File: src/rtl/keypad_loader_pkg.sv
// timer_pkg: shared definitions for the keypad loader.
//   - FSM state encoding (state_t)
//   - keypad width, BCD digit width, digit counter width
//   - default DIGIT_MAX and DEBOUNCE_CYCLES values
package timer_pkg;

   localparam int KEY_W               = 10;  // one-hot keypad, digits 0..9
   localparam int BCD_W               = 4;   // width of one BCD digit
   localparam int CNT_W               = 2;   // width of digit_count
   localparam int DIGIT_MAX_DEF       = 3;   // minutes, tens_secs, secs
   localparam int DEBOUNCE_CYCLES_DEF = 4;

   typedef enum logic [2:0] {
      ST_IDLE     = 3'd0,
      ST_DEBOUNCE = 3'd1,
      ST_SETUP    = 3'd2,
      ST_STROBE   = 3'd3,
      ST_RELEASE  = 3'd4,
      ST_RUN      = 3'd5
   } state_t;

endpackage

File: src/rtl/keypad_loader_if.sv
// keypad_loader_if: groups the keypad/control inputs and timer-facing
// outputs of keypad_loader.
//   master modport: drives keys/startn/stopn/timer_done, observes outputs
//   slave  modport: the loader itself
//   keys        : one-hot keypad (bit n = digit n)
//   startn      : active-low start request
//   stopn       : active-low cancel request
//   timer_done  : timer reached zero
//   data        : BCD digit presented to the timer
//   load_pulse  : one-cycle shift strobe for the timer
//   loadn       : 0 = entry mode, 1 = timer counting
//   digit_count : digits loaded since last clear
//   key_error   : more than one key pressed
interface keypad_loader_if;

   logic [timer_pkg::KEY_W-1:0] keys;
   logic                        startn;
   logic                        stopn;
   logic                        timer_done;
   logic [timer_pkg::BCD_W-1:0] data;
   logic                        load_pulse;
   logic                        loadn;
   logic [timer_pkg::CNT_W-1:0] digit_count;
   logic                        key_error;

   modport master (
      output keys, startn, stopn, timer_done,
      input  data, load_pulse, loadn, digit_count, key_error
   );

   modport slave (
      input  keys, startn, stopn, timer_done,
      output data, load_pulse, loadn, digit_count, key_error
   );

endinterface

File: src/rtl/keypad_loader_key_encoder.sv
// key_encoder: combinational one-hot keypad to BCD conversion.
//   keys_i   : keypad bits (bit n = digit n)
//   bcd_o    : index of the pressed key (meaningful only when single_o)
//   single_o : exactly one key pressed
//   multi_o  : more than one key pressed
module key_encoder
   import timer_pkg::*;
(
   input  logic [KEY_W-1:0] keys_i,
   output logic [BCD_W-1:0] bcd_o,
   output logic             single_o,
   output logic             multi_o
);

   logic [BCD_W-1:0] idx_term [KEY_W];
   logic [3:0]       ones;

   // Each pressed key contributes its own index; OR-ing them gives the
   // digit whenever exactly one key is down.
   for (genvar gi = 0; gi < KEY_W; gi++) begin : g_term
      assign idx_term[gi] = keys_i[gi] ? BCD_W'(gi) : '0;
   end

   always_comb begin
      bcd_o = '0;
      ones  = '0;
      for (int i = 0; i < KEY_W; i++) begin
         bcd_o = bcd_o | idx_term[i];
         ones  = ones + {3'b000, keys_i[i]};
      end
      single_o = (ones == 4'd1);
      multi_o  = (ones > 4'd1);
   end

endmodule

File: src/rtl/keypad_loader.sv
// keypad_loader: debounces a one-hot keypad and shifts BCD digits into a
// countdown timer, then hands control to the timer on start.
//   CLK    : system clock (rising edge)
//   clearn : asynchronous active-low reset
//   bus    : keypad_loader_if.slave (keys, startn, stopn, timer_done in;
//            data, load_pulse, loadn, digit_count, key_error out)
// Build option: KEYPAD_LOADER_DIGIT_LIMIT_EN -- when defined, new keys are
// ignored once digit_count reaches DIGIT_MAX; otherwise further digits load
// and digit_count stays saturated.
// DEBOUNCE_CYCLES must be at least 2.
module keypad_loader
   import timer_pkg::*;
#(
   parameter int DEBOUNCE_CYCLES = DEBOUNCE_CYCLES_DEF,
   parameter int DIGIT_MAX       = DIGIT_MAX_DEF
) (
   input  logic           CLK,
   input  logic           clearn,
   keypad_loader_if.slave bus
);

   localparam int DB_W = $clog2(DEBOUNCE_CYCLES) + 1;

   state_t           state_q, state_d;
   logic [DB_W-1:0]  cnt_q,   cnt_d;
   logic [KEY_W-1:0] key_q,   key_d;
   logic [BCD_W-1:0] data_q,  data_d;
   logic [CNT_W-1:0] count_q, count_d;

   logic [BCD_W-1:0] enc_bcd;
   logic             enc_single;
   logic             enc_multi;
   logic             limit_block;

   key_encoder u_enc (
      .keys_i   (bus.keys),
      .bcd_o    (enc_bcd),
      .single_o (enc_single),
      .multi_o  (enc_multi)
   );

`ifdef KEYPAD_LOADER_DIGIT_LIMIT_EN
   assign limit_block = (count_q == CNT_W'(DIGIT_MAX));
`else
   assign limit_block = 1'b0;
`endif

   always_ff @(posedge CLK or negedge clearn) begin
      if (!clearn) begin
         state_q <= ST_IDLE;
         cnt_q   <= '0;
         key_q   <= '0;
         data_q  <= '0;
         count_q <= '0;
      end else begin
         state_q <= state_d;
         cnt_q   <= cnt_d;
         key_q   <= key_d;
         data_q  <= data_d;
         count_q <= count_d;
      end
   end

   always_comb begin
      state_d = state_q;
      cnt_d   = cnt_q;
      key_d   = key_q;
      data_d  = data_q;
      count_d = count_q;
      case (state_q)
         ST_IDLE: begin
            // Cancel beats start, start beats a key press.
            if (!bus.stopn) begin
               count_d = '0;
            end else if (!bus.startn && count_q != '0) begin
               state_d = ST_RUN;
            end else if (enc_single && !limit_block) begin
               state_d = ST_DEBOUNCE;
               cnt_d   = '0;
               key_d   = bus.keys;
            end
         end
         ST_DEBOUNCE: begin
            // The IDLE cycle that saw the key counts as the first stable
            // cycle, so DEBOUNCE itself lasts DEBOUNCE_CYCLES-1 cycles.
            if (!bus.stopn) begin
               state_d = ST_IDLE;
               count_d = '0;
            end else if (bus.keys != key_q) begin
               state_d = ST_IDLE;
            end else if (cnt_q == DB_W'(DEBOUNCE_CYCLES - 2)) begin
               state_d = ST_SETUP;
               data_d  = enc_bcd;
            end else begin
               cnt_d = cnt_q + DB_W'(1);
            end
         end
         ST_SETUP: begin
            if (!bus.stopn) begin
               state_d = ST_IDLE;
               count_d = '0;
            end else begin
               state_d = ST_STROBE;
            end
         end
         ST_STROBE: begin
            if (!bus.stopn) begin
               state_d = ST_IDLE;
               count_d = '0;
            end else begin
               state_d = ST_RELEASE;
               if (count_q != CNT_W'(DIGIT_MAX)) begin
                  count_d = count_q + CNT_W'(1);
               end
            end
         end
         ST_RELEASE: begin
            if (!bus.stopn) begin
               state_d = ST_IDLE;
               count_d = '0;
            end else if (bus.keys == '0) begin
               state_d = ST_IDLE;
            end
         end
         ST_RUN: begin
            if (bus.timer_done || !bus.stopn) begin
               state_d = ST_IDLE;
               count_d = '0;
            end
         end
         default: begin
            state_d = ST_IDLE;
         end
      endcase
   end

   // The strobe is gated by stopn so a cancel in STROBE never loads.
   assign bus.data        = data_q;
   assign bus.load_pulse  = (state_q == ST_STROBE) && bus.stopn;
   assign bus.loadn       = (state_q == ST_RUN);
   assign bus.digit_count = count_q;
   assign bus.key_error   = enc_multi;

endmodule

File: src/flat_wrapper.sv
// flat-port wrapper written by rule: the top's interface ports become plain ports
module keypad_loader_flat import timer_pkg::*;
#(
   parameter int DEBOUNCE_CYCLES = DEBOUNCE_CYCLES_DEF,
   parameter int DIGIT_MAX       = DIGIT_MAX_DEF
)
  (CLK, clearn, bus_keys, bus_startn, bus_stopn, bus_timer_done, bus_data, bus_load_pulse, bus_loadn, bus_digit_count, bus_key_error);
  keypad_loader_if bus_i ();
  input  logic CLK;
  input  logic clearn;
  input wire logic [$bits(bus_i.keys)-1:0] bus_keys;
  input wire logic [$bits(bus_i.startn)-1:0] bus_startn;
  input wire logic [$bits(bus_i.stopn)-1:0] bus_stopn;
  input wire logic [$bits(bus_i.timer_done)-1:0] bus_timer_done;
  output wire logic [$bits(bus_i.data)-1:0] bus_data;
  output wire logic [$bits(bus_i.load_pulse)-1:0] bus_load_pulse;
  output wire logic [$bits(bus_i.loadn)-1:0] bus_loadn;
  output wire logic [$bits(bus_i.digit_count)-1:0] bus_digit_count;
  output wire logic [$bits(bus_i.key_error)-1:0] bus_key_error;
  assign bus_i.keys = bus_keys;
  assign bus_i.startn = bus_startn;
  assign bus_i.stopn = bus_stopn;
  assign bus_i.timer_done = bus_timer_done;
  assign bus_data = bus_i.data;
  assign bus_load_pulse = bus_i.load_pulse;
  assign bus_loadn = bus_i.loadn;
  assign bus_digit_count = bus_i.digit_count;
  assign bus_key_error = bus_i.key_error;
  keypad_loader #(.DEBOUNCE_CYCLES(DEBOUNCE_CYCLES), .DIGIT_MAX(DIGIT_MAX)) u_core (.CLK(CLK), .clearn(clearn), .bus(bus_i));
endmodule
File: config.mk
export PLATFORM = sky130hd
export DESIGN_NAME = keypad_loader_flat
export DESIGN_NICKNAME = d
export VERILOG_FILES = /design/src/rtl/keypad_loader_pkg.sv /design/src/rtl/keypad_loader_if.sv /design/src/rtl/keypad_loader_key_encoder.sv /design/src/rtl/keypad_loader.sv /design/src/flat_wrapper.sv
export SDC_FILE = /design/constraint.sdc
export NUM_CORES = 1
export LEC_CHECK = 0
export ABC_AREA = 1
export BUFFER_PORTS_ARGS = -buffer_cell sky130_fd_sc_hd__buf_4
export CAP_MARGIN = 20
export CORE_MARGIN = 10
export CORE_UTILIZATION = 55
export DETAILED_ROUTE_END_ITERATION = 16
export PLACE_DENSITY_LB_ADDON = 0.1
export SYNTH_ARGS = -nofsm -noshare
export SYNTH_HDL_FRONTEND = slang
export SYNTH_SLANG_ARGS = --single-unit
File: constraint.sdc
create_clock -name CLK -period 7.7 [get_ports CLK]
set_input_delay 0.77 -clock CLK [delete_from_list [all_inputs] [get_ports CLK]]
set_output_delay 0.77 -clock CLK [all_outputs]
set_load 0.02 [all_outputs]
==> flow_metrics.env <==
export IMPL_leakage_nw=1.02
export IMPL_grt_max_degree=23
export IMPL_synthTopCellsByArea="dfrtp_1 33%, nand2_1 16%, fa_1 7.1%"
export IMPL_p_sw_share_pct=45.4
export IMPL_power_frac_comb_pct=53.2
export IMPL_setup_viol=0
export IMPL_grt_first_pass_wirelength_mm=6.28
export IMPL_placed_area_sq_mm=0.00188
export IMPL_drv_cap=0
export IMPL_clock_skew_ns=0.00993
export IMPL_yosys_area_top_type="dfrtp_1"
export IMPL_endpoint="bus_key_error"
export IMPL_die_w_um=75.4
export IMPL_worstSetupEndpointType="output port"
export IMPL_antenna_found_initial=0
export IMPL_post_drt_wl_per_cell_um=12.1
export IMPL_synthSimpleGateAreaFrac_pct=35.3
export IMPL_cts_sinks=22
export IMPL_overflow=0
export IMPL_synth_fa_ha_area_share_pct=12.3
export IMPL_ys_warn_count=0
export IMPL_fin_area_sq_mm=0.00192
export IMPL_wirelength_mm=3.54
export IMPL_worstSetupStartpointType="input pin"
export IMPL_synth_xor_xnor_area_share_pct=3.12
export IMPL_place_congestion=0.806
export IMPL_grt_pass1_vias=1451
export IMPL_tightest_slew_ns=0.695
export IMPL_hold_buffers=0
export IMPL_min_period_ns=4.27
export IMPL_synth_top_flop_cell="dfrtp_1"
export IMPL_htree_levels=1
export IMPL_die_h_um=75.4
export IMPL_hpwlAfterDp_mm=2.94
export IMPL_hp_class="in2async"
export IMPL_start_util_pct=56.1
export IMPL_irDropWorstVdd_uv=151
export IMPL_dp_cells=288
export IMPL_fmax_ghz=0.234
export IMPL_timing_reg2reg_setup_slack_ns=5.91
export IMPL_p_seq_share_pct=34.7
export IMPL_layoutNonFillerInstCount=292
export IMPL_rows=20
export IMPL_dr_first_iter_drc_count=118
export IMPL_synth_nets=263
export IMPL_cts_tree="built"
export IMPL_cts_setup_buffers=0
export IMPL_ys_seq_area_share_pct=32.7
export IMPL_p_int_uw=295
export IMPL_final_common_cell="nand2_1"
export IMPL_layout_drive_gt1_share_pct=22.8
export IMPL_muxShareOfSynthArea_pct=0
export IMPL_r2r_start="u_core.state_q[1]$_DFFE_PN0P_"
export IMPL_grt_usage_pct=14.0
export IMPL_ctsResizeCount=0
export IMPL_portBuffers=23
export IMPL_clk_path_buf_depth=2
export IMPL_layout_common_cells="73 x nand2_1, 26 x inv_1, 23 x buf_4, 22 x dfrtp_1, 16 x nand3_1"
export IMPL_synth_top_family_by_area="simple AND/OR/NAND/NOR gates"
export IMPL_arrival_ns=3.50
export IMPL_tns_ns=0
export IMPL_yosysTopAreaCellShare_pct=32.7
export IMPL_vias_per_cell=5.03
export IMPL_slew_headroom_pct=53.5
export IMPL_reg2reg_to="u_core.key_q[5]$_DFFE_PN0P_"
export IMPL_synth_edff_count=0
export IMPL_cts_root_buf="clkbuf_4"
export IMPL_yosys_cell_types_count=26
export IMPL_area_growth_pct=14.0
export IMPL_hold_viol_final=0
export IMPL_status="finished clean"
export IMPL_fin_nets=288
export IMPL_clk_latency_ns=0.31
export IMPL_crit_start="bus_keys[0]"
export IMPL_crit_required_ns=6.93
export IMPL_crit_path_max_fanout=3
export IMPL_num_vias=1469
export IMPL_synth_seq_cells=22
export IMPL_synth_compound_area_share_pct=7.05
export IMPL_detail_route_antenna_nets=0
export IMPL_synth_area_sq_mm=0.00169
export IMPL_p_sw_uw=246
export IMPL_cts_made_buffers=3
export IMPL_dr_pass1_iters=4
export IMPL_critPathKind="in2out"
export IMPL_final_max_slew_viol_count=0
export IMPL_clockPowerShare_pct=12.1
export IMPL_syn_instance_count=235
export IMPL_clkTransAtPathRegs_ns=0.13
export IMPL_die_area_sq_mm=0.00568
export IMPL_io_pin_count=24
export IMPL_antennaDiodeCount=0
export IMPL_remaining_drc_errors=0
export IMPL_reg2reg_depth=5
export IMPL_synthArstFlopShare_pct=100
export IMPL_min_period_over_period_pct=55.5
export IMPL_rsz0062_at_grt="no"
export IMPL_syn_avg_cell_area_sq_um=7.17
export IMPL_core_sq_mm=0.00300
export IMPL_power_density_mw_per_mm2=282
==> area by class of cell <==
type                    count  area [sq um]
clock buffers               4          36.3
fillers                   291          1080
inverters                  39           146
multi-input cells         171           973
flip-flops and latches     22           551
well taps                  33          41.3
repair buffers             23           173
==> flip-flops by register name (all words and copies together) (netlist names) <==
| name | cells |
|---|---|
| u_core.key_q | 10 |
| u_core.bus.digit_count | 2 |
| u_core.state_q | 3 |
| u_core.cnt_q | 3 |
| u_core.bus.data | 4 |
==> through the flow <==
step	setup WS (ns)	hold WS, ns	util, %	power (mW)
2_1_floorplan	3.67	0.471	-	0.410
3_3_place_gp	3.32	0.458	62.7	0.476
3_5_place_dp	3.23	0.460	62.7	0.480
4_1_cts	3.42	0.331	64.0	0.546
5_1_grt	3.28	0.321	64.0	0.606
6_report	3.43	0.318	64.0	0.541
==> worst min-delay path by stage <==
stage,from,to,slack (ns),cells after the start
after floorplan,clearn,u_core.bus.data[0]$_DFFE_PN0P_,0.47,0
after global placement,u_core.bus.data[2]$_DFFE_PN0P_,u_core.bus.data[2]$_DFFE_PN0P_,0.46,2
after detailed placement,u_core.bus.data[2]$_DFFE_PN0P_,u_core.bus.data[2]$_DFFE_PN0P_,0.46,2
after CTS,clearn,u_core.key_q[9]$_DFFE_PN0P_,0.33,1
after global routing,clearn,u_core.key_q[8]$_DFFE_PN0P_,0.32,1
final,clearn,u_core.key_q[8]$_DFFE_PN0P_,0.32,1
==> logic make-up (layout without fill, tap and decap cells) <==
kind of cell | count (synthesis) | count (layout)
AO/OA/AOI/OAI | 21 | 21
AND/OR/NAND/NOR | 131 | 131
adder cells (fa/ha/maj) | 13 | 13
flip-flops | 22 | 22
XOR/XNOR | 6 | 6
buffers and inverters | 42 | 66
==> synth_stat cells (2+ instances only) <==
cell type  number
dfrtp_1        22
buf_2           3
nand3_1        16
inv_1          26
nand2_2         5
a31oi_1         2
fa_1            6
a21oi_2         2
inv_2          13
nand3b_1        2
ha_1            7
o21ai_1        10
nor2_2          7
nor2_1         15
a21oi_1         3
nand4_1         6
nand2_1        73
nor3_1          2
o21ai_0         3
xnor2_1         6
==> power by group through the flow <==
stage | Clock, mW | Sequential (mW) | Combinational (mW)
floorplan | 0 | 0.189 | 0.221
global placement | 0 | 0.190 | 0.285
detailed placement | 0 | 0.190 | 0.290
CTS | 0.0666 | 0.188 | 0.292
global route | 0.0718 | 0.194 | 0.341
finish | 0.0653 | 0.188 | 0.288
==> critical path, stage by stage <==
cell,delay (ns)
buf_4,0.13
fa_1,0.49
fa_1,0.51
inv_1,0.05
fa_1,0.42
inv_1,0.07
ha_1,0.16
inv_1,0.06
fa_1,0.37
or2_1,0.25
nand3_1,0.09
buf_4,0.14
==> layer usage <==
metal	track usage [%]	routed length, um	vias to the layer above
li1	-	-	782
met1	18.7	1680	654
met2	21.8	1600	29
met3	3.52	221	4
met4	3.92	38	0
met5	0	0	-
No activity file was read; power rests on OpenSTA's default activity.
